<file path="src/rtl/multi_clk_en_gen_pkg.sv">
// Shared types for the multi-channel clock-enable generator.
// CE_DIV_W fixes the divider width carried in ce_cfg_t.
package clk_en_pkg;
    parameter int CE_DIV_W = 16;

    typedef enum logic {CE_PULSE = 1'b0, CE_SQUARE = 1'b1} ce_mode_e;

    typedef struct packed {
        logic [CE_DIV_W-1:0] div;
        ce_mode_e            mode;
    } ce_cfg_t;

    // Divide value 0 behaves as 1, so the terminal count is never negative.
    function automatic logic [CE_DIV_W-1:0] ce_tc_val(input logic [CE_DIV_W-1:0] div);
        return (div == '0) ? '0 : div - CE_DIV_W'(1);
    endfunction
endpackage

</file>
<file path="src/rtl/multi_clk_en_gen_if.sv">
// Config/sync bus and per-channel outputs of multi_clk_en_gen.
interface multi_clk_en_gen_if #(
    parameter int NUM_CH = 4,
    parameter int DIV_W  = 16
);
    localparam int CH_W = (NUM_CH > 1) ? $clog2(NUM_CH) : 1;

    logic              sync_i;
    logic              cfg_we;
    logic [CH_W-1:0]   cfg_ch;
    logic [DIV_W-1:0]  cfg_div;
    logic              cfg_mode;
    logic [NUM_CH-1:0] en_o;
    logic [NUM_CH-1:0] pending_o;

    modport master (output sync_i, cfg_we, cfg_ch, cfg_div, cfg_mode,
                    input  en_o, pending_o);
    modport slave  (input  sync_i, cfg_we, cfg_ch, cfg_div, cfg_mode,
                    output en_o, pending_o);
endinterface

</file>
<file path="src/rtl/multi_clk_en_gen_channel.sv">
// One enable channel: wrap counter, active/shadow config, pending flag, registered output.
// Shadow config is only promoted at a terminal count or on sync.
module clk_en_channel
    import clk_en_pkg::*;
#(
    parameter ce_cfg_t RST_CFG = '0
) (
    input  logic    clk,
    input  logic    reset_n,
    input  logic    sync,
    input  logic    wr_en,
    input  ce_cfg_t wr_cfg,
    output logic    en,
    output logic    pending
);
    ce_cfg_t             active_q, shadow_q;
    logic [CE_DIV_W-1:0] cnt_q;
    logic                phase_q;
    logic                tc;

    assign tc = (cnt_q == ce_tc_val(active_q.div));

    always_ff @(posedge clk or negedge reset_n) begin
        if (!reset_n) begin
            cnt_q    <= '0;
            active_q <= RST_CFG;
            shadow_q <= '0;
            pending  <= 1'b0;
            en       <= 1'b0;
            phase_q  <= 1'b0;
        end else if (sync) begin
            // A write coincident with sync bypasses the shadow entirely.
            cnt_q   <= '0;
            en      <= 1'b0;
            phase_q <= 1'b0;
            pending <= 1'b0;
            if (wr_en)
                active_q <= wr_cfg;
            else if (pending)
                active_q <= shadow_q;
        end else begin
            cnt_q <= tc ? '0 : cnt_q + CE_DIV_W'(1);
            if (active_q.mode == CE_PULSE) begin
                en      <= tc;
                phase_q <= 1'b0;
            end else begin
                en      <= phase_q ^ tc;
                phase_q <= phase_q ^ tc;
            end
            // A write landing on TC defers the apply so the last write wins.
            if (wr_en) begin
                shadow_q <= wr_cfg;
                pending  <= 1'b1;
            end else if (tc && pending) begin
                active_q <= shadow_q;
                pending  <= 1'b0;
            end
        end
    end
endmodule

</file>
<file path="src/rtl/multi_clk_en_gen.sv">
// Multi-channel programmable clock-enable generator: decodes config writes
// into per-channel strobes and fans sync out to every channel.
module multi_clk_en_gen
    import clk_en_pkg::*;
#(
    parameter int NUM_CH     = 4,
    parameter int DIV_W      = CE_DIV_W,
    parameter int DIV_RESET  = 4,
    parameter int MODE_RESET = 0
) (
    input logic               clk,
    input logic               reset_n,
    multi_clk_en_gen_if.slave bus
);
    localparam int      CH_W    = (NUM_CH > 1) ? $clog2(NUM_CH) : 1;
    localparam ce_cfg_t RST_CFG = '{div: CE_DIV_W'(DIV_RESET), mode: ce_mode_e'(MODE_RESET[0])};

    ce_cfg_t           wr_cfg;
    logic [NUM_CH-1:0] wr_en;

    assign wr_cfg = '{div: CE_DIV_W'(bus.cfg_div), mode: ce_mode_e'(bus.cfg_mode)};

    // Out-of-range channel numbers match no strobe and are dropped.
    genvar i;
    generate
        for (i = 0; i < NUM_CH; i++) begin : g_ch
            assign wr_en[i] = bus.cfg_we && (bus.cfg_ch == CH_W'(i));

            clk_en_channel #(.RST_CFG(RST_CFG)) u_ch (
                .clk     (clk),
                .reset_n (reset_n),
                .sync    (bus.sync_i),
                .wr_en   (wr_en[i]),
                .wr_cfg  (wr_cfg),
                .en      (bus.en_o[i]),
                .pending (bus.pending_o[i])
            );
        end
    endgenerate
endmodule
</file>
<file path="src/flat_wrapper.sv">
// flat-port wrapper written by rule: the top's interface ports become plain ports
module multi_clk_en_gen_flat import clk_en_pkg::*;
#(
    parameter int NUM_CH     = 4,
    parameter int DIV_W      = CE_DIV_W,
    parameter int DIV_RESET  = 4,
    parameter int MODE_RESET = 0
)
  (clk, reset_n, bus_sync_i, bus_cfg_we, bus_cfg_ch, bus_cfg_div, bus_cfg_mode, bus_en_o, bus_pending_o);
  multi_clk_en_gen_if #(.NUM_CH(NUM_CH), .DIV_W(DIV_W)) bus_i ();
  input logic clk;
  input logic reset_n;
  input wire logic [$bits(bus_i.sync_i)-1:0] bus_sync_i;
  input wire logic [$bits(bus_i.cfg_we)-1:0] bus_cfg_we;
  input wire logic [$bits(bus_i.cfg_ch)-1:0] bus_cfg_ch;
  input wire logic [$bits(bus_i.cfg_div)-1:0] bus_cfg_div;
  input wire logic [$bits(bus_i.cfg_mode)-1:0] bus_cfg_mode;
  output wire logic [$bits(bus_i.en_o)-1:0] bus_en_o;
  output wire logic [$bits(bus_i.pending_o)-1:0] bus_pending_o;
  assign bus_i.sync_i = bus_sync_i;
  assign bus_i.cfg_we = bus_cfg_we;
  assign bus_i.cfg_ch = bus_cfg_ch;
  assign bus_i.cfg_div = bus_cfg_div;
  assign bus_i.cfg_mode = bus_cfg_mode;
  assign bus_en_o = bus_i.en_o;
  assign bus_pending_o = bus_i.pending_o;
  multi_clk_en_gen #(.NUM_CH(NUM_CH), .DIV_W(DIV_W), .DIV_RESET(DIV_RESET), .MODE_RESET(MODE_RESET)) u_core (.clk(clk), .reset_n(reset_n), .bus(bus_i));
endmodule
</file>
<file path="config.mk">
export PLATFORM = sky130hd
export DESIGN_NAME = multi_clk_en_gen_flat
export DESIGN_NICKNAME = d
export VERILOG_FILES = /design/src/rtl/multi_clk_en_gen_pkg.sv /design/src/rtl/multi_clk_en_gen_if.sv /design/src/rtl/multi_clk_en_gen_channel.sv /design/src/rtl/multi_clk_en_gen.sv /design/src/flat_wrapper.sv
export SDC_FILE = /design/constraint.sdc
export NUM_CORES = 1
export LEC_CHECK = 0
export CAP_MARGIN = 30
export CORE_MARGIN = 2
export CORE_UTILIZATION = 58
export CTS_BUF_LIST = sky130_fd_sc_hd__clkbuf_8
export CTS_CLUSTER_DIAMETER = 100
export DETAILED_ROUTE_END_ITERATION = 10
export PLACE_DENSITY = 0.79
export SETUP_SLACK_MARGIN = 0.4
export SLEW_MARGIN = 20
export SYNTH_ARGS = -nofsm -noshare
export SYNTH_HDL_FRONTEND = slang
export SYNTH_HIERARCHICAL = 1
export SYNTH_SLANG_ARGS = --single-unit
</file>
<file path="constraint.sdc">
create_clock -name clk -period 4.38 [get_ports clk]
set_clock_uncertainty 0.1 [all_clocks]
set_input_delay 0.657 -clock clk [delete_from_list [all_inputs] [get_ports clk]]
set_output_delay 0.657 -clock clk [all_outputs]
set_load 0.01 [all_outputs]
</file>
# After elaboration in Yosys (flattened, before gate mapping)
# Index checks and enable logic that the tools add are counted.
[op_classes]
muxes = 60
multipliers = 0
eq_ne = 15
bitwise_logic = 5
div_mod_pow = 0
shift = 0
add_sub_neg = 8
magnitude_cmp = 0
reduce_logical = 29
[op_table]
columns = ["operator", "n"]
rows = [
  ["$mux 17", 20],
  ["$mux 16", 12],
  ["$add 16x1->16 const B", 4],
  ["$eq 16x16->1", 4],
  ["$logic_not 16->1", 4],
  ["$sub 16x1->16 const B", 4],
  ["$mux 1", 28],
  ["$ne 3x1->1 const B", 4],
  ["$reduce_and 3->1", 4],
  ["$reduce_bool 3->1", 4],
  ["$logic_and 1x1->1", 8],
  ["$ne 2x2->1 const B", 4],
  ["$reduce_and 2->1", 4],
  ["$reduce_bool 2->1", 4],
  ["$eq 2x2->1 const B", 2],
  ["$xor 1x1->1", 4],
  ["$eq 2x1->1 const B", 1],
  ["$logic_not 2->1", 1],
  ["$not 1->1", 1],
]
[word_totals]
out_inout_bits = 8
mem_bits_ro = 0
reg_bits = 212
mem_bits_rw = 0
memories = 0
elab_cells = 149
latchBits = 0

# Depth between registers and ports, before layout
[logic_depth]
word_depth = 7
mapped_depth = 13

# Modules after synthesis
# The synthesis kept the hierarchy.
[modules_own_cells]
columns = ["mod", "cells_per_inst", "instances", "area_each_um2"]
rows = [
  ["clk_en_channel at u_core.g_ch[0].u_ch ...", 402, 2, 3712.3],
  ["clk_en_channel at u_core.g_ch[2].u_ch", 365, 1, 3545.9],
  ["clk_en_channel at u_core.g_ch[3].u_ch", 371, 1, 3537.1],
  ["multi_clk_en_gen", 4, 1, 37.5],
]

# Least setup slack after synthesis
# No wires, ideal clock.
[synth_timing]
path_type = "register to register"
startpoint = "register u_core/g_ch[0].u_ch/active_q[1] in the netlist's numbering"
endpoint = "register u_core/g_ch[0].u_ch/active_q[10] in the netlist's numbering"
path_stages_with_launch = 13
n_path_buf = 2
period_less_slack_ns = 3.266
t_arrival_ns = 3.039
required_time_ns = 4.153
slack_ns = 1.114
setup_time_ns = 0.127
path_cell_list = "dfrtp_1 inv_1 ha_1 or4b_2 nor4_4 mux2i_1 or3_1 nor3_2 and4_1 buf_4 buf_6 a41oi_1 o32a_2"
[synth_between]
elab_chain_len = 6
elab_cells_between_ends = 7
classes_between = "1 x add/sub; 1 x eq/ne; 1 x mux; 4 x reduce/logical"
[synth_lines]
columns = ["item", "line", "text"]
rows = [
  ["start, declared", "multi_clk_en_gen_channel.sv:16", "ce_cfg_t active_q, shadow_q;"],
  ["start signal, assigned", "multi_clk_en_gen_channel.sv:38", "active_q <= wr_cfg;"],
  ["start signal, assigned", "multi_clk_en_gen_channel.sv:40", "active_q <= shadow_q;"],
  ["start signal, assigned", "multi_clk_en_gen_channel.sv:55", "active_q <= shadow_q;"],
  ["$sub 16x1->16 / $logic_not 16->1 (equally long branches)", "multi_clk_en_gen_pkg.sv:15", "return (div == '0) ? '0 : div - CE_DIV_W'(1);"],
  ["$mux 16 (*)", "multi_clk_en_gen_pkg.sv:15", ""],
  ["$eq 16x16->1 (*)", "multi_clk_en_gen_channel.sv:21", "assign tc = (cnt_q == ce_tc_val(active_q.div));"],
  ["$logic_and 1x1->1 (*)", "multi_clk_en_gen_channel.sv:54", "end else if (tc && pending) begin"],
  ["$reduce_bool 2->1 (no line) (*)", "--", ""],
  ["$reduce_and 3->1 (no line) (*)", "--", ""],
]
# Every way passes the cells marked *; elsewhere a longest branch is shown, timed or not.
# A chain may end at the register's enable or synchronous reset.

# Worst setup path in the final report
[layout_timing]
startpoint = "register u_core/g_ch[1].u_ch/active_q[1] in the netlist's numbering"
endpoint = "register u_core/g_ch[1].u_ch/active_q[15] in the netlist's numbering"
[layout_between]
elab_chain_len = 6
elab_cells_between_ends = 7
classes_between = "1 x add/sub; 1 x eq/ne; 1 x mux; 4 x reduce/logical"
[layout_lines]
columns = ["item", "line"]
rows = [
  ["start, declared", "multi_clk_en_gen_channel.sv:16"],
  ["start signal, assigned", "multi_clk_en_gen_channel.sv:38"],
  ["start signal, assigned", "multi_clk_en_gen_channel.sv:40"],
  ["start signal, assigned", "multi_clk_en_gen_channel.sv:55"],
  ["$sub 16x1->16 / $logic_not 16->1 (equally long branches)", "multi_clk_en_gen_pkg.sv:15"],
  ["$mux 16 (*)", "multi_clk_en_gen_pkg.sv:15"],
  ["$eq 16x16->1 (*)", "multi_clk_en_gen_channel.sv:21"],
  ["$logic_and 1x1->1 (*)", "multi_clk_en_gen_channel.sv:54"],
  ["$reduce_bool 2->1 (no line) (*)", "--"],
  ["$reduce_and 3->1 (no line) (*)", "--"],
]
# Marked as above.

==> flow_metrics.py <==
metrics = {
    "run_status": {
        "status": "finished clean",
    },
    "floorplanning": {
        "core_um2": 24500,
        "dieArea_um2": 26400,
        "pin_count": 31,
        "start_util_pct": 59.5,
        "die_x_um": 162,
        "die_y_um": 162,
        "row_count": 57,
    },
    "critical_path": {
        "reg2reg_slack_ps": 670,
        "rr_endpoint": "u_core/g_ch[1].u_ch/active_q[15]",
        "end_kind": "register",
        "cp_common_cell": "nor4_4",
        "cp_num_buf_inv": 2,
        "crit_chain": "inv_1 -> ha_1 -> or4b_2 -> nor4_4 -> o21ai_0 -> a2111oi_0 -> nor2b_1 -> nand4_2 -> nor4_4 -> buf_4 -> o32a_2",
        "cpLargestDelayFamily": "simple AND/OR/NAND/NOR gates",
        "slowest_delay_ps": 640,
        "r2r-start": "u_core/g_ch[1].u_ch/active_q[1]",
        "critical_path_peak_fanout": 16,
        "rr_worst_depth": 11,
        "worstSetupPathType": "register to register",
        "cp.required_ps": 4700,
        "crit_path_top_delay_cell": "or4b_2",
        "arrival_ps": 4030,
        "crit_path_start_kind": "register",
    },
    "synthesis": {
        "synthDistinctLibCells": 89,
        "synth_area_leader_cell": "dfrtp_1",
        "ys_top_cells_by_area": "dfrtp_1, mux2_2, mux2i_1, nor2_1, xnor2_1",
        "ys_ff_latch": 212,
        "async_flop_share_pct": 100,
        "synthCells": 1544,
        "yosys.area.top_type_share_pct": 35.8,
        "syn_avg_cell_area_um2": 9.42,
        "syn-num-nets": 1575,
        "synth_edf_count": 0,
        "ys.flop_type": "dfrtp_1",
        "yosysSeqAreaShare_pct": 36.5,
        "synth_warnings": 6,
        "synth_area_um2": 14500,
    },
    "final_layout": {
        "syn_to_final_growth_pct": 7.85,
        "fillers": 1964,
        "final_core_util_pct": 64.1,
        "multi_input_area_um2": 8460,
        "instances_no_fill": 1873,
        "nets": 1551,
        "register_area_um2": 5310,
        "drive_gt1_share_pct": 17.9,
        "n_antenna_cell": 0,
    },
    "power_and_ir_drop": {
        "finalPower_uw": 6660,
        "power_density_nw_per_um2": 424,
        "ir_drop_mv": 0.300,
        "power_leakage_uw": 0.00664,
    },
    "global_route": {
        "grt_pass1_vias": 11900,
        "grt_max_degree": 104,
        "antenna_found_initial": 0,
        "track_usage_pct": 27.7,
        "grt_overflow": 0,
        "grt_pass1_wl_um": 60100,
    },
    "sta": {
        "period_needed_ps": 3710,
        "rsz0062_at_grt": "false",
        "final_hold_viol_count": 0,
        "worst_pin_slew_ps": 910,
        "maxSlewHeadroom_pct": 39.2,
        "fmax_mhz": 269,
        "slew_viol_final": 0,
        "setup_viol": 0,
        "period_share_pct": 84.7,
        "fin_ws_ps": 669,
        "setup_tns_ps": 0,
    },
    "clocking": {
        "clk_pin_slew_worst_paths_ps": 60,
        "cts_max_level": 2,
        "clock-root-buffer": "clkbuf_8",
        "cts.sinks": 212,
        "clockBufferDepth": 3,
        "numCtsBuffers": 39,
        "insertion_delay_ps": 550,
        "holdBufCountCts": 0,
        "cts_setup_buffers": 0,
        "tritoncts": "yes",
        "cts_resized": 0,
    },
    "detailed_routing": {
        "drt_iter0_drc": 1265,
        "dr.pass1.iters": 6,
        "totalWireLength_um": 36200,
        "ant_nets": 0,
        "post_drt_via_cell_ratio": 6.50,
        "vias": 12200,
        "drc": 0,
        "wl_per_cell_um": 19.3,
    },
    "placement": {
        "dp.cells": 1803,
        "dp_hpwl_um": 24000,
        "gp_congestion": 0.937,
        "io_buffers": 30,
        "dpl_worst_slack_ps": 756,
    },
    "hold_path": {
        "hp-class": "input port to async pin",
    },
    "job": {
        "cap_viol_max_count": 0,
    },
}
-- per-layer routing --
metal | vias up | track usage, % | wire length (um)
met1 | 6001 | 38.2 | 16400
met4 | 0 | 7.48 | 691
met2 | 422 | 45.3 | 16900
met5 | - | 0 | 0
li1 | 5687 | - | -
met3 | 64 | 4.89 | 2170
-- flip-flops by register name, summed over array words and instances (netlist names) --
signal                     count
u_core/g_ch.u_ch/active_q     68
u_core/g_ch.u_ch/phase_q       4
u_core/g_ch.u_ch/pending       4
u_core/g_ch.u_ch/en            4
u_core/g_ch.u_ch/cnt_q        64
u_core/g_ch.u_ch/shadow_q     68
-- stage by stage --
step                      cell area, um2  hold slack [ps]
after floorplan                    14500              261
after global placement             14900              383
after detailed placement           14900              390
after CTS                          15700             93.5
after global routing               15700              146
final                              15700             75.5
-- cell usage after synthesis, drive strengths merged (52+ instances only) --
library cell	number
a21oi	79
nor3	85
nand3	57
clkbuf	82
mux2i	63
mux2	89
nand2	88
xnor2	58
dfrtp	208
xor2	52
nor2	159
-- cells in the final DEF (no fill, tap or decap), drive strengths merged, types with 52 or more instances in the layout --
| master | n |
|---|---|
| nor2 | 159 |
| dfrtp | 208 |
| nand3 | 57 |
| mux2i | 63 |
| nor3 | 85 |
| a21oi | 79 |
| xnor2 | 58 |
| clkbuf | 52 |
| mux2 | 89 |
| nand2 | 88 |
| xor2 | 52 |
-- power breakdown --
part | internal [uW] | switching [uW] | total (uW)
Combinational | 915 | 1150 | 2070
Sequential | 2240 | 364 | 2610
Clock | 1120 | 860 | 1980
-- how the worst max path moves through the flow --
stage                                          from                                to  slack (ps)  cells after the start
global route        u_core/g_ch[2].u_ch/active_q[4]   u_core/g_ch[2].u_ch/active_q[1]         460                      8
finish              u_core/g_ch[1].u_ch/active_q[1]  u_core/g_ch[1].u_ch/active_q[15]         670                     11
CTS                 u_core/g_ch[1].u_ch/active_q[1]  u_core/g_ch[1].u_ch/active_q[15]         740                     11
floorplan           u_core/g_ch[0].u_ch/active_q[1]  u_core/g_ch[0].u_ch/active_q[10]        1110                     12
detailed placement  u_core/g_ch[1].u_ch/active_q[1]  u_core/g_ch[1].u_ch/active_q[15]         760                     11
global placement    u_core/g_ch[1].u_ch/active_q[1]  u_core/g_ch[1].u_ch/active_q[11]         850                     11
-- cells by family (layout without fill, tap and decap cells) --
family	Yosys count	after routing	share of synthesized area [%]
buf+inv	160	165	5.33
fa+ha+maj	8	8	0.688
simple gates	561	561	21.0
xor+xnor	117	117	7.76
flops	212	212	36.5
mux	152	152	11.3
compound gates	334	334	17.5
-- worst reg2reg max path, stage by stage (launching register included) --
cell	delay (ps)
dfrtp_1	410
inv_1	100
ha_1	250
or4b_2	640
nor4_4	310
o21ai_0	130
a2111oi_0	610
nor2b_1	150
nand4_2	200
nor4_4	50
buf_4	230
o32a_2	400
-- layout make-up --
class	instances	share of cell area [%]
Multi-Input combinational cell	1172	53.9
Sequential cell	212	33.8
Clock inverter	18	0.702
Inverter	31	0.742
Timing Repair Buffer	64	3.64
Tap cell	324	2.58
Clock buffer	52	4.56
Power figures use the tool's default switching activity.
